==> src/rtl/mem_arbiter_rr.sv <==
// Round-robin arbiter that shares one single-port synchronous RAM between NUM_PORTS cores.
// Optional macro ARB_BROADCAST_EN merges identical pure reads into one multi-hot grant.
module mem_arbiter_rr #(
    parameter int NUM_PORTS = 3,
    parameter int ADDR_W    = 8,
    parameter int DATA_W    = 8,
    parameter int RD_LAT    = 1
) (
    input  logic                          CLK,
    input  logic                          rst_n,
    input  logic [NUM_PORTS-1:0]          rden,
    input  logic [NUM_PORTS-1:0]          wren,
    input  logic [NUM_PORTS*ADDR_W-1:0]   Address,
    input  logic [NUM_PORTS*DATA_W-1:0]   Din,
    input  logic [DATA_W-1:0]             RAMq,
    output logic [NUM_PORTS-1:0]          acq,
    output logic [NUM_PORTS*DATA_W-1:0]   Dq,
    output logic [NUM_PORTS-1:0]          rvalid,
    output logic [ADDR_W-1:0]             RAMAddress,
    output logic [DATA_W-1:0]             RAMDin,
    output logic                          RAMwren,
    output logic                          busy
);

    localparam int PTR_W = (NUM_PORTS > 1) ? $clog2(NUM_PORTS) : 1;
    localparam int DEPTH = RD_LAT + 1;

    logic [ADDR_W-1:0]    port_addr [NUM_PORTS];
    logic [DATA_W-1:0]    port_din  [NUM_PORTS];
    logic [NUM_PORTS-1:0] req;
    logic [NUM_PORTS-1:0] eligible;
    logic [NUM_PORTS-1:0] pure_read;
    logic [NUM_PORTS-1:0] grant;
    logic [PTR_W-1:0]     ptr;
    logic [PTR_W-1:0]     ptr_next;
    logic [PTR_W-1:0]     win;
    logic                 found;
    logic                 pipe_any;

    // Each slot carries a port mask so merged broadcast reads share one entry.
    logic [NUM_PORTS-1:0] pipe_mask [DEPTH];

    genvar gi;
    generate
        for (gi = 0; gi < NUM_PORTS; gi++) begin : g_unpack
            assign port_addr[gi] = Address[gi*ADDR_W +: ADDR_W];
            assign port_din[gi]  = Din[gi*DATA_W +: DATA_W];
        end
    endgenerate

    assign req       = rden | wren;
    assign pure_read = rden & ~wren;
    // A port acknowledged this cycle may still show its request; never grant it twice.
    assign eligible  = req & ~acq;

    function automatic logic [PTR_W-1:0] rot(input logic [PTR_W-1:0] base, input int offset);
        int sum;
        sum = int'(base) + offset;
        if (sum >= NUM_PORTS) begin
            sum = sum - NUM_PORTS;
        end
        return PTR_W'(sum);
    endfunction

    always_comb begin : pick_winner
        logic [PTR_W-1:0] idx;
        idx   = '0;
        found = 1'b0;
        win   = '0;
        for (int o = 0; o < NUM_PORTS; o++) begin
            idx = rot(ptr, o);
            if (!found && eligible[idx]) begin
                found = 1'b1;
                win   = idx;
            end
        end
    end

    always_comb begin : build_grant
        grant    = '0;
        ptr_next = ptr;
        if (found) begin
            grant[win] = 1'b1;
            ptr_next   = rot(win, 1);
`ifdef ARB_BROADCAST_EN
            if (pure_read[win]) begin : merge_reads
                logic [PTR_W-1:0] idx;
                idx = '0;
                // Scanning in rotation order leaves ptr_next just past the last merged port.
                for (int o = 0; o < NUM_PORTS; o++) begin
                    idx = rot(ptr, o);
                    if (eligible[idx] && pure_read[idx] && (port_addr[idx] == port_addr[win])) begin
                        grant[idx] = 1'b1;
                        ptr_next   = rot(idx, 1);
                    end
                end
            end
`endif
        end
    end

    always_ff @(posedge CLK) begin
        if (!rst_n) begin
            acq        <= '0;
            RAMwren    <= 1'b0;
            RAMAddress <= '0;
            RAMDin     <= '0;
            ptr        <= '0;
        end else begin
            acq     <= grant;
            RAMwren <= found & wren[win];
            ptr     <= ptr_next;
            if (found) begin
                RAMAddress <= port_addr[win];
                RAMDin     <= port_din[win];
            end
        end
    end

    always_ff @(posedge CLK) begin
        if (!rst_n) begin
            for (int j = 0; j < DEPTH; j++) begin
                pipe_mask[j] <= '0;
            end
            rvalid <= '0;
            Dq     <= '0;
        end else begin
            pipe_mask[0] <= grant & pure_read;
            for (int j = 1; j < DEPTH; j++) begin
                pipe_mask[j] <= pipe_mask[j-1];
            end
            rvalid <= pipe_mask[DEPTH-1];
            for (int i = 0; i < NUM_PORTS; i++) begin
                if (pipe_mask[DEPTH-1][i]) begin
                    Dq[i*DATA_W +: DATA_W] <= RAMq;
                end
            end
        end
    end

    always_comb begin
        pipe_any = 1'b0;
        for (int j = 0; j < DEPTH; j++) begin
            pipe_any = pipe_any | (|pipe_mask[j]);
        end
    end

    assign busy = (|req) | pipe_any | RAMwren;

endmodule

==> config.mk <==
export PLATFORM = sky130hd
export DESIGN_NAME = mem_arbiter_rr
export DESIGN_NICKNAME = d
export VERILOG_FILES = /design/src/rtl/mem_arbiter_rr.sv
export SDC_FILE = /design/constraint.sdc
export NUM_CORES = 1
export LEC_CHECK = 0
export ABC_AREA = 1
export BUFFER_PORTS_ARGS = -buffer_cell sky130_fd_sc_hd__buf_2
export CAP_MARGIN = 20
export CORE_MARGIN = 3
export CORE_UTILIZATION = 49
export CTS_BUF_LIST = sky130_fd_sc_hd__clkbuf_4 sky130_fd_sc_hd__clkbuf_8
export CTS_CLUSTER_SIZE = 10
export DETAILED_ROUTE_END_ITERATION = 10
export GPL_TIMING_DRIVEN = 0
export MAX_ROUTING_LAYER = met4
export PLACE_DENSITY = 0.88
export SYNTH_ARGS = -nofsm -noshare
export SYNTH_HDL_FRONTEND = slang
export SYNTH_SLANG_ARGS = --single-unit
==> constraint.sdc <==
create_clock -name CLK -period 2.35 [get_ports CLK]
set_input_delay 0.3525 -clock CLK [delete_from_list [all_inputs] [get_ports CLK]]
set_output_delay 0.3525 -clock CLK [all_outputs]
set_load 0.1 [all_outputs]
==> results.toml, run 1 <==
[synthesis]
synth_top_cells_by_area = "dfxtp_1 (44%), o21ai_0 (8.8%), nand2_1 (8.7%)"
synth_cells = 353
syn-num-nets = 419
synth.distinct_cells = 25
ys_seq_area_frac = 0.4376
ys_ff_latch = 55
synth_area_leader_cell = "dfxtp_1"
synthDominantCellAreaShare = 0.4376
syn_area_um2 = 2516
syn_avg_cell_area_um2 = 7.128
yosys_warnings = 0

[timing]
fmaxAchievable_mhz = 469.1
finalClockSkew_ps = 8.381
maxSlewHeadroom = 0.6667
slew_viol_final = 0
period_share = 0.9071
setup_violations = 0
worstMarginPinSlew_ps = 503.4
rsz0062_at_grt = "false"
fin_crit_ps = 2132
timing.setup.tns_ps = 0
hold_viol_final = 0

[critical_path]
path_class = "reg -> reg"
critPathRequiredTime_ps = 2560
r2r-start = "ptr[1]"
cp_max_fo = 10
arrival_ps = 2340
cp-start-kind = "flip-flop"
r2r_cells = 14
end_kind = "flip-flop"
startpoint = "ptr[1]"

[grt]
antenna_found_initial = 0
grt_overflow_total = 0
grt_max_degree = 19
grt_pass1_wl_um = 11360
first_global_vias = 2492
grt_use_total = 0.2335

[detailed_routing]
drtPass1Iterations = 4
wl_per_cell_um = 12.87
drt_iter0_drc = 169
totalWireLength_um = 6950
num_vias = 2766
drc = 0
viasPerCell = 5.122
drtAntennaViolNets = 0

[clocking]
cts.sinks = 55
cts_tree = "yes"
numCtsBuffers = 5
htree_num_levels = 2
clock_latency_ps = 300
clk_pin_slew_ps = 100
clock_path_buffers = 2
root_buffer = "clkbuf_8"

[power]
ir_worst_vdd_uv = 1100
power_density_nw_per_um2 = 1783
clockPowerShare = 0.108
p_seq_frac = 0.213
p_leak_nw = 1.779
p_sw_frac = 0.5733
switchingPower_mw = 3.365
p_comb_frac = 0.679
p_int_mw = 2.505

[floorplan]
pin_count = 112
start_util = 0.5190
dieArea_um2 = 6031
core-area_um2 = 4848
rows = 25
die_h_um = 77.66
die_x_um = 77.66

[layout]
layout_common_cells = "buf_2 (113), nand2_1 (58), dfxtp_1 (55), nor2_1 (55), o21ai_0 (44)"
antenna_cells = 0
synthToLayoutAreaGrowth_pct = 30.83
multi_input_area_um2 = 1225
drive_gt1_frac = 0.3066
mostFrequentLayoutCell = "buf_2"
n_fill_cell = 406
regArea_um2 = 1101
nets = 538
fin_cells = 540

[min_path]
hp-start = "wren[0]"
worstHoldPathCells = 2
min_path_type = "in -> reg"

[placed_design]
place_inst = 531
numPortBuffers = 111
place.gp.congestion = 0.8856
hpwl_um = 5313

[run]
drv_cap = 0

[outcome]
status = "complete, no violations"
layout make-up:
type                            instances  area share
Buffer                                 15     0.02471
Clock buffer                            5     0.02090
Sequential cell                        55      0.3345
Clock inverter                          3     0.01406
Tap cell                               67     0.02547
Inverter                               30     0.03497
Timing Repair Buffer                  113      0.1733
Multi-Input combinational cell        252      0.3721
path summary, 6_finish.rpt:
path	slack, ps	end
hold reg to reg	430	pipe_mask[0][3]
setup / recovery	220	RAMAddress[4]
hold / removal	220	pipe_mask[0][0]
setup reg to reg	220	RAMAddress[4]
power groups by stage:
stage | Sequential [mW] | Combinational (mW) | Clock, mW
6_report | 1.25 | 3.98 | 0.635
2_1_floorplan | 2.47 | 1.98 | 0
5_1_grt | 1.27 | 4.33 | 0.688
3_3_place_gp | 1.27 | 3.80 | 0
4_1_cts | 1.25 | 3.89 | 0.646
3_5_place_dp | 1.26 | 3.88 | 0
worst max-delay path: stages, from the launching register on:
cell,delay [ps]
dfxtp_1,360
inv_1,60
ha_1,240
inv_2,110
nor2_1,40
nand3_1,140
nand2_2,90
nor2_4,170
buf_4,140
nand4_4,160
buf_2,230
nand3_1,80
nand2_1,70
nand2_1,80
a21oi_1,60
synth_stat cells:
cell,count
nand2_1,58
dfxtp_1,55
nor2_1,55
o21ai_0,44
nand3_1,41
a21oi_1,32
inv_1,26
clkbuf_1,9
nand2_2,5
nor3_1,4
buf_2,3
inv_2,3
buf_4,2
buf_6,2
ha_1,2
nand4_1,2
nand4_2,2
a31oi_4,1
inv_4,1
nand2_4,1
nand4_4,1
nor2_2,1
nor2_4,1
nor4_1,1
nor4_2,1
cells by family after synthesis:
logic type                 after synthesis  share of synthesized area
and+or+nand+nor                        173                     0.3128
AOI/OAI and AO/OA                       77                     0.1596
buffers and inverters                   46                    0.08005
adders and majority gates                2                   0.009944
DFF                                     55                     0.4376
stage by stage:
stage	util	area, µm²	total power [mW]	setup slack [ps]	hold WS [ps]
5_1_grt	0.6790	3292	6.290	10.95	219.6
3_3_place_gp	0.6508	3156	5.064	290.2	416.8
6_report	0.6790	3292	5.870	218.3	220.3
3_5_place_dp	0.6508	3156	5.146	218.3	421.3
2_1_floorplan	-	2516	4.443	125.8	406.8
4_1_cts	0.6746	3271	5.784	191.7	212.7
layer usage:
layer	vias up	track usage	share of wire
met3	2	0.04292	0.067
met5	-	-	0
li1	1397	-	-
met1	1258	0.3026	0.44
met4	0	0.05694	0.0036
met2	109	0.3776	0.49
sequential cells by signal (all words and copies together) (netlist names):
signal / cells
RAMwren: 1
acq: 3
rvalid: 3
ptr: 2
pipe_mask: 6
RAMDin: 8
Dq: 24
RAMAddress: 8
timing repair:
action / 4_1_cts / 5_1_grt
setup endpoints to repair: 0 / 1
endpoints found under the hold margin: 0 / 0
hold buffers: 0 / 0
buffers inserted: 0 / 2
gates resized for setup: 0 / 2
No activity file was read; power rests on OpenSTA's default activity.
==> run 2: changes to the inputs <==
--- a/config.mk
+++ b/config.mk
@@ -15,7 +15,7 @@
 export DETAILED_ROUTE_END_ITERATION = 10
 export GPL_TIMING_DRIVEN = 0
 export MAX_ROUTING_LAYER = met4
-export PLACE_DENSITY = 0.88
+export PLACE_DENSITY = 0.95
 export SYNTH_ARGS = -nofsm -noshare
 export SYNTH_HDL_FRONTEND = slang
 export SYNTH_SLANG_ARGS = --single-unit
==> run 2 against run 1 <==
Worst setup slack got worse by 35 ps. Non-clock buffer count fell by 1. Power fell by 2.6%. Fmax fell by 1.6%. Clock skew fell by 0.59 ps. Die area did not move. Sequential share of layout area rose by 0.44 points. Critical path depth fell by 1. Count of clock-buffer cells in the layout did not move. Sequential power barely moved. Critical endpoint is now RAMDin[1].
==> results.toml, run 2 (synthesis results as in run 1) <==
[outcome]
status = "complete, no violations"

[critical_path]
arrival_ps = 2370
reg2reg_slack_ps = 180
path_class = "reg -> reg"
cp-start-kind = "flip-flop"
worstReg2RegEnd = "RAMDin[1]"
path_buf_inv = 3
cpMaxStageDelayCell = "dfxtp_1"
cp_max_fo = 10
r2r_cells = 13
path_cells = "inv_1 -> ha_1 -> inv_2 -> nor2_1 -> nand2_2 -> nand2_2 -> nor2_4 -> nand4_2 -> buf_2 -> nand3_1 -> nand2_1 -> nand2_1 -> a21oi_1"
r2r-start = "ptr[0]"
crit_family = "simple AND/OR/NAND/NOR gates"
end_kind = "flip-flop"
critPathRequiredTime_ps = 2550
crit_path_max_incr_delay_ps = 350

[detailed_routing]
drc = 0
totalWireLength_um = 6917
wl_per_cell_um = 12.83
drtAntennaViolNets = 0
drtPass1Iterations = 5
drt_iter0_drc = 106
viasPerCell = 5.302
num_vias = 2858

[power]
ir_worst_vdd_uv = 1428
p_leak_nw = 1.770
power_density_nw_per_um2 = 1759

[timing]
final.setup.worst_slack_ps = 183.3
fin_crit_ps = 2167
slew_viol_final = 0
worstMarginPinSlew_ps = 503.5
whs_ps = 204.7
setup_violations = 0
fmaxAchievable_mhz = 461.5
timing.setup.tns_ps = 0
maxSlewHeadroom = 0.6666
finalClockSkew_ps = 7.789
period_share = 0.9220
rsz0062_at_grt = "false"
hold_viol_final = 0

[grt]
antenna_found_initial = 0
first_global_vias = 2526
grt_overflow_total = 0
grt_pass1_wl_um = 11100
grt_use_total = 0.2289
grt_max_degree = 19

[floorplan]
pin_count = 112
die_x_um = 77.66
core-area_um2 = 4848
rows = 25
start_util = 0.5190
die_h_um = 77.66
dieArea_um2 = 6031

[clocking]
cts_resized = 0
clk_pin_slew_ps = 100
numCtsBuffers = 5
cts_tree = "yes"
clock_path_buffers = 2
root_buffer = "clkbuf_8"
clock_latency_ps = 310
cts.sinks = 55
postCtsSetupBuffers = 0
htree_num_levels = 2
cts_hold_buf = 0

[layout]
antenna_cells = 0
layout_common_cells = "buf_2 (114), nand2_1 (58), dfxtp_1 (55), nor2_1 (55), o21ai_0 (44)"
largest_reg_flops = 24
regMostFlops = "Dq"
top_regs = "Dq: 24 flops, RAMAddress: 8 flops, RAMDin: 8 flops"
synthToLayoutAreaGrowth_pct = 29.14
nets = 537
fin_cells = 539
mostFrequentLayoutCell = "buf_2"
drive_gt1_frac = 0.3030

[placed_design]
post-place-ws_ps = 244.0
numPortBuffers = 111
place.gp.congestion = 0.9590
place_inst = 531
hpwl_um = 5365

[min_path]
hp-start = "wren[0]"
hold_path_end = "pipe_mask[0][0]"
min_path_type = "in -> reg"
worstHoldPathCells = 2

[run]
drv_cap = 0
run 2: worst register-to-register path: cells and delay by family, from the launching register on:
family                     cells  cell delay, ps
AOI/OAI and AO/OA              1              70
adders and majority gates      1             280
buffers and inverters          3             470
DFF                            1             350
and+or+nand+nor                8             890
run 2: worst max-delay path by stage:
stage           start            end  depth (start not counted)
3_3_place_gp   ptr[0]      RAMDin[7]                         13
3_5_place_dp   ptr[0]      RAMDin[7]                         13
4_1_cts        ptr[0]      RAMDin[2]                         12
5_1_grt        ptr[0]      RAMDin[3]                         13
2_1_floorplan  acq[0]  RAMAddress[5]                         10
6_report       ptr[0]      RAMDin[1]                         13
run 2: final cells by class:
cell class | count | area [µm²]
fillers | 407 | 1599
multi-input cells | 252 | 1214
flip-flops and latches | 55 | 1101
repair buffers | 111 | 555.5
inverters | 30 | 115.1
plain buffers | 16 | 86.33
well taps | 67 | 83.83
clock buffers | 5 | 68.82
clock inverters | 3 | 25.02
run 2: report_power, final:
group / switching, mW / leakage [nW] / total (mW) / internal, mW
logic: 2.94 / 1.28 / 3.93 / 0.994
registers: 0.101 / 0.449 / 1.25 / 1.15
clock network: 0.316 / 0.0443 / 0.530 / 0.214
run 2: metal layers:
metal	GRT usage	routed length [µm]	vias up
met2	0.3853	3256	163
met5	-	0	-
met1	0.2824	2910	1271
li1	-	-	1404
met4	0.06584	142	0
met3	0.03828	608	20
run 2: metrics by stage:
stage / util / power [mW] / instance area [µm²]
final: 0.6702 / 5.715 / 3249
after global routing: 0.6702 / 6.078 / 3249
after detailed placement: 0.6508 / 5.155 / 3156
after CTS: 0.6702 / 5.686 / 3249
after global placement: 0.6508 / 5.058 / 3156
after floorplan: - / 4.443 / 2516
==> run 3: changes to the inputs <==
--- a/config.mk
+++ b/config.mk
@@ -5,11 +5,11 @@
 export SDC_FILE = /design/constraint.sdc
 export NUM_CORES = 1
 export LEC_CHECK = 0
-export ABC_AREA = 1
+export ABC_AREA = 0
 export BUFFER_PORTS_ARGS = -buffer_cell sky130_fd_sc_hd__buf_2
 export CAP_MARGIN = 20
 export CORE_MARGIN = 3
-export CORE_UTILIZATION = 49
+export CORE_UTILIZATION = 48
 export CTS_BUF_LIST = sky130_fd_sc_hd__clkbuf_4 sky130_fd_sc_hd__clkbuf_8
 export CTS_CLUSTER_SIZE = 10
 export DETAILED_ROUTE_END_ITERATION = 10
==> run 3 against run 2 <==
Global-route usage shrank 2.6 points. Register-to-register slack lost 20 ps. Count of clock-buffer cells in the layout is the same. Synthesized area shrank 7.1%.
==> results.toml, run 3 <==
[outcome]
status = "complete, no violations"

[critical_path]
critPathRequiredTime_ps = 2540
reg2reg_slack_ps = 160
r2r_cells = 9
cpMaxStageDelayCell = "or3_4"
cp.depth = 9
cp-start-kind = "flip-flop"
path_class = "reg -> reg"
cpMostUsedCell = "buf_2"
end_kind = "flip-flop"
crit_family = "simple AND/OR/NAND/NOR gates"
arrival_ps = 2380
path_cells = "inv_1 -> ha_1 -> or3_4 -> o311a_1 -> and3_1 -> buf_2 -> buf_2 -> nand2_1 -> a31oi_1"
crit_path_max_incr_delay_ps = 420
path_buf_inv = 3
cp_max_fo = 10

[layout]
mostFrequentLayoutCell = "buf_2"
largest_reg_flops = 24
synthToLayoutAreaGrowth_pct = 31.19
antenna_cells = 0
regMostFlops = "Dq"
post-route-util = 0.6766
drive_gt1_frac = 0.3898
layout_common_cells = "buf_2 (117), dfxtp_1 (55), nor2b_1 (25)"
top_regs = "Dq: 24 flops, RAMAddress: 8 flops, RAMDin: 8 flops"
n_fill_cell = 348
nets = 419

[min_path]
worstHoldPathCells = 2
min_path_type = "in -> reg"

[clocking]
clock_latency_ps = 310
cts.sinks = 55
root_buffer = "clkbuf_8"
numCtsBuffers = 5
clk_pin_slew_ps = 100
postCtsSetupBuffers = 0
htree_num_levels = 2
cts_hold_buf = 0
clock_path_buffers = 2
cts_resized = 0
cts_tree = "yes"

[detailed_routing]
drtPass1Iterations = 4
drtAntennaViolNets = 0
num_vias = 2161
viasPerCell = 5.158
wl_per_cell_um = 13.72
drt_iter0_drc = 62
totalWireLength_um = 5747
drc = 0

[synthesis]
syn_area_um2 = 2338
ys_seq_area_frac = 0.4708
synth_cells = 235
synth-simple-area-share = 0.1717
synth_area_leader_cell = "dfxtp_1"
yosys.area_share.xor_xnor = 0
synth-main-ff-cell = "dfxtp_1"
synthAdderAreaFrac = 0.01070
synthTopCellsByCount = "dfxtp_1 (55), nor2b_1 (25), mux2i_1 (24)"
synthDominantCellAreaShare = 0.4708
syn_avg_cell_area_um2 = 9.951
synth.most_common_cell = "dfxtp_1"
synth_edf_count = 0
ys_ff_latch = 55
synth.distinct_cells = 37
synth_top_cells_by_area = "dfxtp_1 (47%), mux2i_1 (10%), nor2b_1 (6.7%)"
syn-num-nets = 301
synth-compound-area-share = 0.1942
yosys_warnings = 0
synth_mux_area_frac = 0.1027
synthArstFlopShare = 0
synth_top_family_by_area = "compound AO/OA/AOI/OAI gates"

[timing]
timing.setup.tns_ps = 0
period_share = 0.9319
fmaxAchievable_mhz = 456.6
maxSlewHeadroom = 0.5483
slew_viol_final = 0
hold_viol_final = 0
fin_crit_ps = 2190
rsz0062_at_grt = "false"
finalClockSkew_ps = 7.518
setup_violations = 0
whs_ps = 257.0
worstMarginPinSlew_ps = 677.5

[floorplan]
die_h_um = 75.80
dieArea_um2 = 5746
rows = 24
die_x_um = 75.80
core-area_um2 = 4534
pin_count = 112
start_util = 0.5157

[placed_design]
numPortBuffers = 111
place.gp.congestion = 0.8646
hpwl_um = 4413

[power]
p_leak_nw = 1.321
power_density_nw_per_um2 = 1430
ir_worst_vdd_uv = 915.9

[grt]
grt_max_degree = 19
antenna_found_initial = 0
grt_use_total = 0.2033
grt_overflow_total = 0
first_global_vias = 2004
grt_pass1_wl_um = 8742

[run]
drv_cap = 0
## run 3: cell types whose count changed after synthesis, moves of 5 or more
cell and change:
a32oi_1 +16, o21ai_0 -29, nand2_2 -5, a31oi_1 +16
inv_1 -22, nor2b_1 +25, mux2i_1 +24, and2_1 +6
nand3_1 -40, nor2_1 -51, a21oi_1 -32, nand2_1 -35
## run 3: kinds of logic (layout without fill, tap and decap cells)
family	after synthesis	in the layout
adder cells (fa/ha/maj)	2	2
AO/OA/AOI/OAI	60	60
AND/OR/NAND/NOR	72	72
flip-flops	55	55
multiplexers	24	24
buffers and inverters	22	141
## run 3: worst paths after layout
kind,startpoint,end
setup / recovery,ptr[0],RAMDin[1]
hold / removal,wren[1],pipe_mask[0][1]
setup reg to reg,ptr[0],RAMDin[1]
hold reg to reg,pipe_mask[0][1],pipe_mask[0][4]
## run 3: layout make-up
| type | count | area [µm²] | share of cell area |
|---|---|---|---|
| inverters | 4 | 15.01 | 0.004894 |
| plain buffers | 18 | 101.3 | 0.03303 |
| clock buffers | 5 | 68.82 | 0.02243 |
| flip-flops and latches | 55 | 1101 | 0.3589 |
| repair buffers | 111 | 555.5 | 0.1811 |
| clock inverters | 3 | 23.77 | 0.007749 |
| well taps | 65 | 81.33 | 0.02651 |
| multi-input cells | 158 | 1121 | 0.3654 |
## run 3: report_power, final
| group | total [mW] | switching (mW) | internal, mW | leakage, nW |
|---|---|---|---|---|
| sequential | 1.20 | 0.0853 | 1.11 | 0.449 |
| combinational | 2.66 | 1.96 | 0.706 | 0.831 |
| clock | 0.527 | 0.313 | 0.214 | 0.0408 |
## run 3: metrics by stage
step,instance area [µm²],power (mW),setup WS (ps),std cells
after floorplan,2338,3.388,140.3,235
after global placement,2975,3.835,226.7,411
after detailed placement,2975,3.881,198.9,411
after CTS,3068,4.410,141.5,419
after global routing,3068,4.618,71.05,419
final,3068,4.386,160.0,419
## run 3: worst register-to-register path, cell delays in order (launching register included)
cell and delay (ps):
dfxtp_1 360, inv_1 50, ha_1 370, or3_4 420
o311a_1 150, and3_1 140, buf_2 170, buf_2 200
nand2_1 100, a31oi_1 100
## run 3: metal layers
metal,routed length [µm],track usage,share of wire
met1,2394,0.2447,0.42
met2,2826,0.3375,0.49
met3,459,0.03562,0.080
met4,67,0.07767,0.012
met5,0,-,0
